**config.mk**
```make
export PLATFORM = sky130hd
export DESIGN_NAME = deadlock_report_ctrl_flat
export DESIGN_NICKNAME = d
export VERILOG_FILES = /design/src/rtl/deadlock_report_ctrl_if.sv /design/src/rtl/deadlock_report_ctrl.sv /design/src/flat_wrapper.sv
export SDC_FILE = /design/constraint.sdc
export NUM_CORES = 1
export LEC_CHECK = 0
export ABC_AREA = 1
export BUFFER_PORTS_ARGS = -buffer_cell sky130_fd_sc_hd__buf_2
export CORE_UTILIZATION = 41
export CTS_CLUSTER_SIZE = 10
export DETAILED_ROUTE_END_ITERATION = 7
export SKIP_CTS_REPAIR_TIMING = 1
export SLEW_MARGIN = 20
export SYNTH_ARGS = -nofsm -noshare
export SYNTH_HDL_FRONTEND = slang
export SYNTH_SLANG_ARGS = --single-unit
```
**constraint.sdc**
```tcl
create_clock -name clock -period 3.1 [get_ports clock]
set_clock_uncertainty 0.2 [all_clocks]
set_input_delay 0 -clock clock [delete_from_list [all_inputs] [get_ports clock]]
set_output_delay 0 -clock clock [all_outputs]
set_load 0.005 [all_outputs]
```
**src/rtl/deadlock_report_ctrl_if.sv**
```systemverilog
// Port bundle between the deadlock monitor / harness and deadlock_report_ctrl.
// The master side drives the monitor flags and control; the slave side returns status.
interface deadlock_report_ctrl_if #(
  parameter int INFO_W = 4,
  parameter int CNT_W  = 8
);
  logic              enable;
  logic              clear;
  logic              block;
  logic [INFO_W-1:0] axis_block_info;
  logic              deadlock_detected;
  logic              report_pulse;
  logic              finish_req;
  logic [INFO_W-1:0] latched_info;
  logic [CNT_W-1:0]  run_cnt;
  logic [CNT_W-1:0]  transient_cnt;

  modport master (
    output enable, clear, block, axis_block_info,
    input  deadlock_detected, report_pulse, finish_req, latched_info,
    input  run_cnt, transient_cnt
  );

  modport slave (
    input  enable, clear, block, axis_block_info,
    output deadlock_detected, report_pulse, finish_req, latched_info,
    output run_cnt, transient_cnt
  );
endinterface

```
**src/rtl/deadlock_report_ctrl.sv**
```systemverilog
// Debounces the monitor's block flag, declares a deadlock after THRESH consecutive
// blocked cycles, latches the channel pattern and counts transient block episodes.
module deadlock_report_ctrl #(
  parameter int THRESH = 16,
  parameter int INFO_W = 4,
  parameter int CNT_W  = 8
) (
  input logic                   clock,
  input logic                   reset,
  deadlock_report_ctrl_if.slave bus
);

  typedef enum logic [1:0] {
    ST_IDLE     = 2'd0,
    ST_COUNT    = 2'd1,
    ST_REPORTED = 2'd2
  } state_t;

  localparam logic [CNT_W-1:0] THRESH_C    = CNT_W'(THRESH);
  localparam logic [CNT_W-1:0] THRESH_M1_C = CNT_W'(THRESH - 1);
  localparam logic [CNT_W-1:0] CNT_MAX_C   = {CNT_W{1'b1}};

  state_t            state_r, state_s;
  logic [CNT_W-1:0]  run_cnt_r, run_cnt_s;
  logic [CNT_W-1:0]  trans_cnt_r, trans_cnt_s;
  logic [INFO_W-1:0] info_r, info_s;
  logic              detected_r, detected_s;
  logic              pulse_r, pulse_s;
  logic              eb_s;

  assign eb_s = bus.block & bus.enable;

  // Next-state and next-output logic; every output is a register fed from here.
  always_comb begin
    state_s     = state_r;
    run_cnt_s   = run_cnt_r;
    trans_cnt_s = trans_cnt_r;
    info_s      = info_r;
    detected_s  = detected_r;
    pulse_s     = 1'b0;
    case (state_r)
      ST_IDLE: begin
        if (eb_s) begin
          run_cnt_s = {{(CNT_W-1){1'b0}}, 1'b1};
          if (THRESH == 1) begin
            state_s    = ST_REPORTED;
            detected_s = 1'b1;
            pulse_s    = 1'b1;
            info_s     = bus.axis_block_info;
          end else begin
            state_s = ST_COUNT;
          end
        end else begin
          run_cnt_s = {CNT_W{1'b0}};
        end
      end
      ST_COUNT: begin
        if (eb_s && (run_cnt_r == THRESH_M1_C)) begin
          state_s    = ST_REPORTED;
          run_cnt_s  = THRESH_C;
          detected_s = 1'b1;
          pulse_s    = 1'b1;
          info_s     = bus.axis_block_info;
        end else if (eb_s) begin
          run_cnt_s = run_cnt_r + {{(CNT_W-1){1'b0}}, 1'b1};
        end else begin
          // Episode ended before the threshold: a transient, counted with saturation.
          state_s   = ST_IDLE;
          run_cnt_s = {CNT_W{1'b0}};
          if (trans_cnt_r != CNT_MAX_C) begin
            trans_cnt_s = trans_cnt_r + {{(CNT_W-1){1'b0}}, 1'b1};
          end else begin
            trans_cnt_s = trans_cnt_r;
          end
        end
      end
      ST_REPORTED: begin
        run_cnt_s = THRESH_C;
      end
      default: begin
        state_s   = ST_IDLE;
        run_cnt_s = {CNT_W{1'b0}};
      end
    endcase
  end

  // State and output registers; clear behaves exactly like reset.
  always_ff @(posedge clock) begin
    if (reset || bus.clear) begin
      state_r     <= ST_IDLE;
      run_cnt_r   <= {CNT_W{1'b0}};
      trans_cnt_r <= {CNT_W{1'b0}};
      info_r      <= {INFO_W{1'b0}};
      detected_r  <= 1'b0;
      pulse_r     <= 1'b0;
    end else begin
      state_r     <= state_s;
      run_cnt_r   <= run_cnt_s;
      trans_cnt_r <= trans_cnt_s;
      info_r      <= info_s;
      detected_r  <= detected_s;
      pulse_r     <= pulse_s;
    end
  end

  assign bus.deadlock_detected = detected_r;
  assign bus.finish_req        = detected_r;
  assign bus.report_pulse      = pulse_r;
  assign bus.latched_info      = info_r;
  assign bus.run_cnt           = run_cnt_r;
  assign bus.transient_cnt     = trans_cnt_r;

endmodule

```
**src/flat_wrapper.sv**
```systemverilog
// flat-port wrapper written by rule: the top's interface ports become plain ports
module deadlock_report_ctrl_flat 
#(
  parameter int THRESH = 16,
  parameter int INFO_W = 4,
  parameter int CNT_W  = 8
)
  (clock, reset, bus_enable, bus_clear, bus_block, bus_axis_block_info, bus_deadlock_detected, bus_report_pulse, bus_finish_req, bus_latched_info, bus_run_cnt, bus_transient_cnt);
  deadlock_report_ctrl_if #(.INFO_W(INFO_W), .CNT_W(CNT_W)) bus_i ();
  input logic clock;
  input logic reset;
  input wire logic [$bits(bus_i.enable)-1:0] bus_enable;
  input wire logic [$bits(bus_i.clear)-1:0] bus_clear;
  input wire logic [$bits(bus_i.block)-1:0] bus_block;
  input wire logic [$bits(bus_i.axis_block_info)-1:0] bus_axis_block_info;
  output wire logic [$bits(bus_i.deadlock_detected)-1:0] bus_deadlock_detected;
  output wire logic [$bits(bus_i.report_pulse)-1:0] bus_report_pulse;
  output wire logic [$bits(bus_i.finish_req)-1:0] bus_finish_req;
  output wire logic [$bits(bus_i.latched_info)-1:0] bus_latched_info;
  output wire logic [$bits(bus_i.run_cnt)-1:0] bus_run_cnt;
  output wire logic [$bits(bus_i.transient_cnt)-1:0] bus_transient_cnt;
  assign bus_i.enable = bus_enable;
  assign bus_i.clear = bus_clear;
  assign bus_i.block = bus_block;
  assign bus_i.axis_block_info = bus_axis_block_info;
  assign bus_deadlock_detected = bus_i.deadlock_detected;
  assign bus_report_pulse = bus_i.report_pulse;
  assign bus_finish_req = bus_i.finish_req;
  assign bus_latched_info = bus_i.latched_info;
  assign bus_run_cnt = bus_i.run_cnt;
  assign bus_transient_cnt = bus_i.transient_cnt;
  deadlock_report_ctrl #(.THRESH(THRESH), .INFO_W(INFO_W), .CNT_W(CNT_W)) u_core (.clock(clock), .reset(reset), .bus(bus_i));
endmodule
```
==> run metrics, run 1 <==
clock sinks 24; Syn Nets 180; Max IR drop VDD 0.227 mV; GPL Wtd Cong about 0.75; # setup viols final 0; setup TNS 0 ns; area grow syn2layout 20.7%; Synth cell types 23; pin count of the biggest net entering global routing 13; RSZ-0062 raised after global routing false; fraction of layout cells with a size suffix above 1 approximately 22%; Max Freq between 600 and 700 MHz; vias in the first global route ~960; most frequent cells in the layout 40 x nand2_1, 31 x buf_2, 28 x nor2_1, 24 x dfxtp_1, 22 x inv_1; CP Class register to register; Core ar. between 0.002 and 0.003 mm²; Synth async-reset ratio 0%; CTS tree done; Yosys top cell area share 40.9%; Post-DRT Antenna Nets 0; initial DRC count 34; placed instance count ~230; Reg2Reg Setup Slack approximately 1.5 ns; H-tree depth 1; dpl cell area 0.00133 mm²; Initial Util a little over two fifths; Cell Area, Synth approximately 0.0012 mm²; max cap viols 0; CP max stage delay approximately 0.40 ns; TritonRoute pass-1 iters 4; cell count after synthesis 169; DR DRC count 0; fin nets 218; slew at the pin closest to its max-slew limit about 0.44 ns; remaining global-route overflow 0; Wirelength per Cell 9.71 µm; die area 0.00308 mm²; number of inserted diodes 0; Worst Reg-to-Reg Cells 7; first-pass GRT wire length about 3900 µm; CP max stage cell dfxtp_1; Seq/Total Area, Yosys 40.9%; hold path start bus_block; Worst Hold Class primary input to register; Clock Tree Buf Depth 2; total track usage between 15 and 20%; via count between 1000 and 1500; RR Endpoint u_core.bus.latched_info[2]; Non-Filler Instances around 240; Die H roughly 56 µm; Buffers on Ports 31; largest cells by area after synthesis dfxtp_1 41%, nand2_1 13%, nor2_1 9.0%; Die Span X 55.5 µm; initial antenna violation count 0; P_leak roughly 0.66 nW; total power around 0.00047 W; Required @ worst endpoint ~3.2 ns; worst path arrival time 1.64 ns; Final Hold Violating Endpoints 0; syn avg cell area just under 7 µm²; # rows 19; root buffer cell clkbuf_4; CTS clk-pin slew, worst paths between 0.1 and 0.15 ns; status finished, final reports clean; worst hold path depth 5; fin crit period approximately 1.6 ns; CP Launch Type register; fin. max-slew vios 0; Critical path origin u_core.bus.run_cnt[0]; CP endpoint kind register; Worst Hold End u_core.bus.run_cnt[0]; number of vias per cell approximately 4.7; commonest register cell after synthesis dfxtp_1; Post-synth EDFFs 0; cell taking the most area after synthesis dfxtp_1; Power Dens Cells roughly 330 mW/mm²; io pins 32; Design Area, Final 0.00142 mm²; Clock Latency Late Sink 0.30 ns; most common cell after layout, fill and taps aside nand2_1; synthesized flop and latch total 24; final WL roughly 2300 µm; crit-path max FO 11; Critical R2R Launch u_core.bus.run_cnt[0]; post-detail-place hpwl about 1700 µm; critical path, cell by cell ha_1 -> nand3_2 -> nor2_2 -> nand3_2 -> nand2_1 -> nand2_1 -> nor2_1; TritonCTS buffer count 3; worst rel slew slack between 70% and 80%; Period Utilization, post-route between 50% and 60%; YS warnings 0
## kinds of logic (layout without fill, tap and decap cells)
family	Yosys count	after routing	share of synthesized area, %
AOI/OAI and AO/OA	13	13	5.86
xor gates and xnor gates	3	3	2.24
adders and majority gates	2	2	2.13
buffers and inverters	28	64	10.6
DFF	24	24	40.9
and+or+nand+nor	99	99	38.3
## power breakdown
| part | internal, W | switching (W) |
|---|---|---|
| clock | 0.0000453 | 0.0000872 |
| sequential | 0.000309 | 0.000000917 |
| combinational | 0.0000114 | 0.0000119 |
## critical path, delay by kind of cell (launching register included)
family	cells	cell delay [ns]
adder cells (fa/ha/maj)	1	0.24
flip-flops	1	0.40
AND/OR/NAND/NOR	6	0.70
## per-stage QoR
stage | hold slack (ns) | setup slack (ns) | utilization (%)
detailed placement | 0.0277 | 1.50 | 48.8
finish | 0.0133 | 1.51 | 51.8
floorplan | -0.0651 | 1.63 | -
global route | 0.0326 | 1.28 | 51.8
global placement | 0.0232 | 1.54 | 48.8
CTS | -0.307 | 1.48 | 49.6
## sequential cells by signal, summed over array words and instances (netlist names)
name,flops
u_core.state_r,2
u_core.bus.transient_cnt,8
u_core.bus.report_pulse,1
u_core.bus.run_cnt,8
u_core.bus.latched_info,4
u_core.bus.deadlock_detected,1
## metal layers
metal / vias to the layer above / GRT usage [%] / wire, µm
met4: 0 / 7.14 / 17
li1: 605 / - / -
met2: 18 / 24.4 / 1070
met3: 2 / 2.11 / 71
met1: 491 / 20.9 / 1130
met5: - / 0 / 0
## worst max path at each step
stage / end
2_1_floorplan: u_core.bus.latched_info[0]
3_3_place_gp: u_core.bus.latched_info[2]
3_5_place_dp: u_core.bus.latched_info[0]
4_1_cts: u_core.bus.latched_info[2]
5_1_grt: u_core.bus.latched_info[1]
6_report: u_core.bus.latched_info[2]
## cell type report
cell class / instances / area, µm²
Clock buffer: 3 / 22.5
Fill cell: 285 / 1320
Inverter: 24 / 90.1
Multi-Input combinational cell: 117 / 569
Sequential cell: 24 / 480
Tap cell: 31 / 38.8
Timing Repair Buffer: 37 / 215
## synth_stat cells (all sizes together), types with 2 or more instances
| cell type | number |
|---|---|
| nand2 | 43 |
| nor3 | 3 |
| buf | 4 |
| o21ai | 3 |
| xor2 | 2 |
| nor2 | 31 |
| a21oi | 10 |
| nand4 | 6 |
| inv | 23 |
| ha | 2 |
| dfxtp | 24 |
| nand3 | 14 |
Note: power is estimated with default switching activity, not from simulation.
==> run 2, diff against run 1 <==
Settings changed: PLACE_DENSITY from default to 0.67.
Clock period 3.1 ns to 1.45 ns, I/O delays scaled along.
==> run metrics, run 2 (same netlist as run 1, synthesis figures left out) <==
Util after Layout 60.2% (was 51.8%); Final Hold Violating Endpoints 0 (unchanged); # rows 19 (unchanged); critical path, cell by cell ha_2 -> inv_2 -> nor2_4 -> nand2_4 -> nand2_4 -> nand2_1 -> a21oi_2 (was ha_1 -> nand3_2 -> nor2_2 -> nand3_2 -> nand2_1 -> nand2_1 -> nor2_1); Fin Hold WS 0.0198 ns (was 0.0133 ns); initial DRC count 37 (was 34); crit-path max FO 10 (was 11); fraction of layout cells with a size suffix above 1 34.4% (was 22.4%); slew at the pin closest to its max-slew limit 0.258 ns (was 0.440 ns); io pins 32 (unchanged); Buffers on Ports 31 (unchanged); Worst path most repeated cell nand2_4; Core ar. 0.00273 mm² (unchanged); Die H 55.5 µm (unchanged); CP Launch Type register (unchanged); fin. max-slew vios 0 (unchanged); Power Dens Cells 613 mW/mm² (was 329 mW/mm²); Max IR drop VDD 0.561 mV (was 0.227 mV); Clock Tree Buf Depth 2 (unchanged); fin crit period 1.41 ns (was 1.59 ns); status finished, final reports clean (unchanged); via count 1254 (was 1116); vias in the first global route 1080 (was 955); final WL 2930 µm (was 2290 µm); CP Class register to register (unchanged); CTS tree done (unchanged); most frequent cells in the layout 39 x nand2_1, 31 x buf_2, 28 x nor2_1, 21 x inv_1, 17 x dfxtp_1 (was 40 x nand2_1, 31 x buf_2, 28 x nor2_1, 24 x dfxtp_1, 22 x inv_1); clock sinks 24 (unchanged); most common cell after layout, fill and taps aside nand2_1 (unchanged); Clock Latency Late Sink 0.30 ns (about the same); TritonRoute pass-1 iters 4 (unchanged); worst rel slew slack 82.7% (was 70.6%); number of vias per cell 4.92 (was 4.73); Post-DRT Antenna Nets 0 (unchanged); fin nets 237 (was 218); total power 0.00101 W (was 0.000466 W); Initial Util 42.9% (unchanged); CP max stage delay 0.35 ns (was 0.40 ns); remaining global-route overflow 0 (unchanged); pin count of the biggest net entering global routing 13 (unchanged); P_leak 0.760 nW (was 0.655 nW); Non-Filler Instances 255 (was 236); RSZ-0062 raised after global routing true (was false); H-tree depth 1 (unchanged); Die Span X 55.5 µm (unchanged); TritonCTS buffer count 3 (unchanged); area grow syn2layout 40.3% (was 20.7%); Worst Hold Class primary input to register (unchanged); placed instance count 242 (was 227); CP endpoint kind register (unchanged); Wirelength per Cell 11.5 µm (was 9.71 µm); DR DRC count 0 (unchanged); root buffer cell clkbuf_4 (unchanged); setup TNS 0 ns (unchanged); first-pass GRT wire length 4380 µm (was 3880 µm); number of inserted diodes 0 (unchanged); initial antenna violation count 0 (unchanged); GPL Wtd Cong 0.840 (was 0.752); total track usage 17.8% (was 15.4%); # setup viols final 0 (unchanged); worst path arrival time 1.46 ns (was 1.64 ns); CP max stage cell dfxtp_2 (was dfxtp_1); CTS clk-pin slew, worst paths 0.12 ns (was 0.13 ns); Max Freq 710 MHz (was 631 MHz); post-detail-place hpwl 1960 µm (was 1700 µm); Period Utilization, post-route 97.1% (was 51.1%); max cap viols 0 (unchanged); die area 0.00308 mm² (unchanged); Required @ worst endpoint 1.50 ns (was 3.16 ns)
## run 2: metrics by stage
stage / area (µm²) / setup WS, ns
finish: 1650 / 0.0415
global route: 1650 / -0.0425
CTS: 1470 / -0.0431
detailed placement: 1450 / -0.0112
global placement: 1450 / 0.0123
floorplan: 1180 / 0.00284
## run 2: worst max-delay path, delay by kind of cell (launching register included)
family,cells,cell delay (ns)
AO/OA/AOI/OAI,1,0.14
adder cells (fa/ha/maj),1,0.18
buffers and inverters,1,0.05
flip-flops,1,0.35
AND/OR/NAND/NOR,4,0.41
## run 2: worst paths after layout
check	start	endpoint	slack, ns	cells after the start
setup / recovery	u_core.bus.transient_cnt[1]	u_core.bus.transient_cnt[3]	0.04	7
hold / removal	bus_clear	u_core.bus.run_cnt[1]	0.02	5
setup reg to reg	u_core.bus.transient_cnt[1]	u_core.bus.transient_cnt[3]	0.04	7
hold reg to reg	u_core.bus.run_cnt[7]	u_core.bus.run_cnt[7]	0.29	2
## run 2: power by group
part	leakage [nW]	total (W)	switching [W]	internal, W
logic	0.549	0.0000657	0.0000321	0.0000336
registers	0.197	0.000663	0.00000178	0.000661
clock network	0.0138	0.000281	0.000184	0.0000970
## run 2: final cells by class
class,count,area (µm²)
fillers,260,1090
multi-input cells,118,651
flip-flops and latches,24,489
repair buffers,55,355
inverters,24,90.1
well taps,31,38.8
clock buffers,3,22.5
## run 2: layer usage
layer / track usage (%) / part of all wire [%] / vias up
li1: - / - / 643
met1: 21.7 / 42 / 590
met2: 31.0 / 55 / 17
met3: 2.81 / 2.2 / 4
met4: 7.50 / 1.3 / 0
met5: 0 / 0 / -
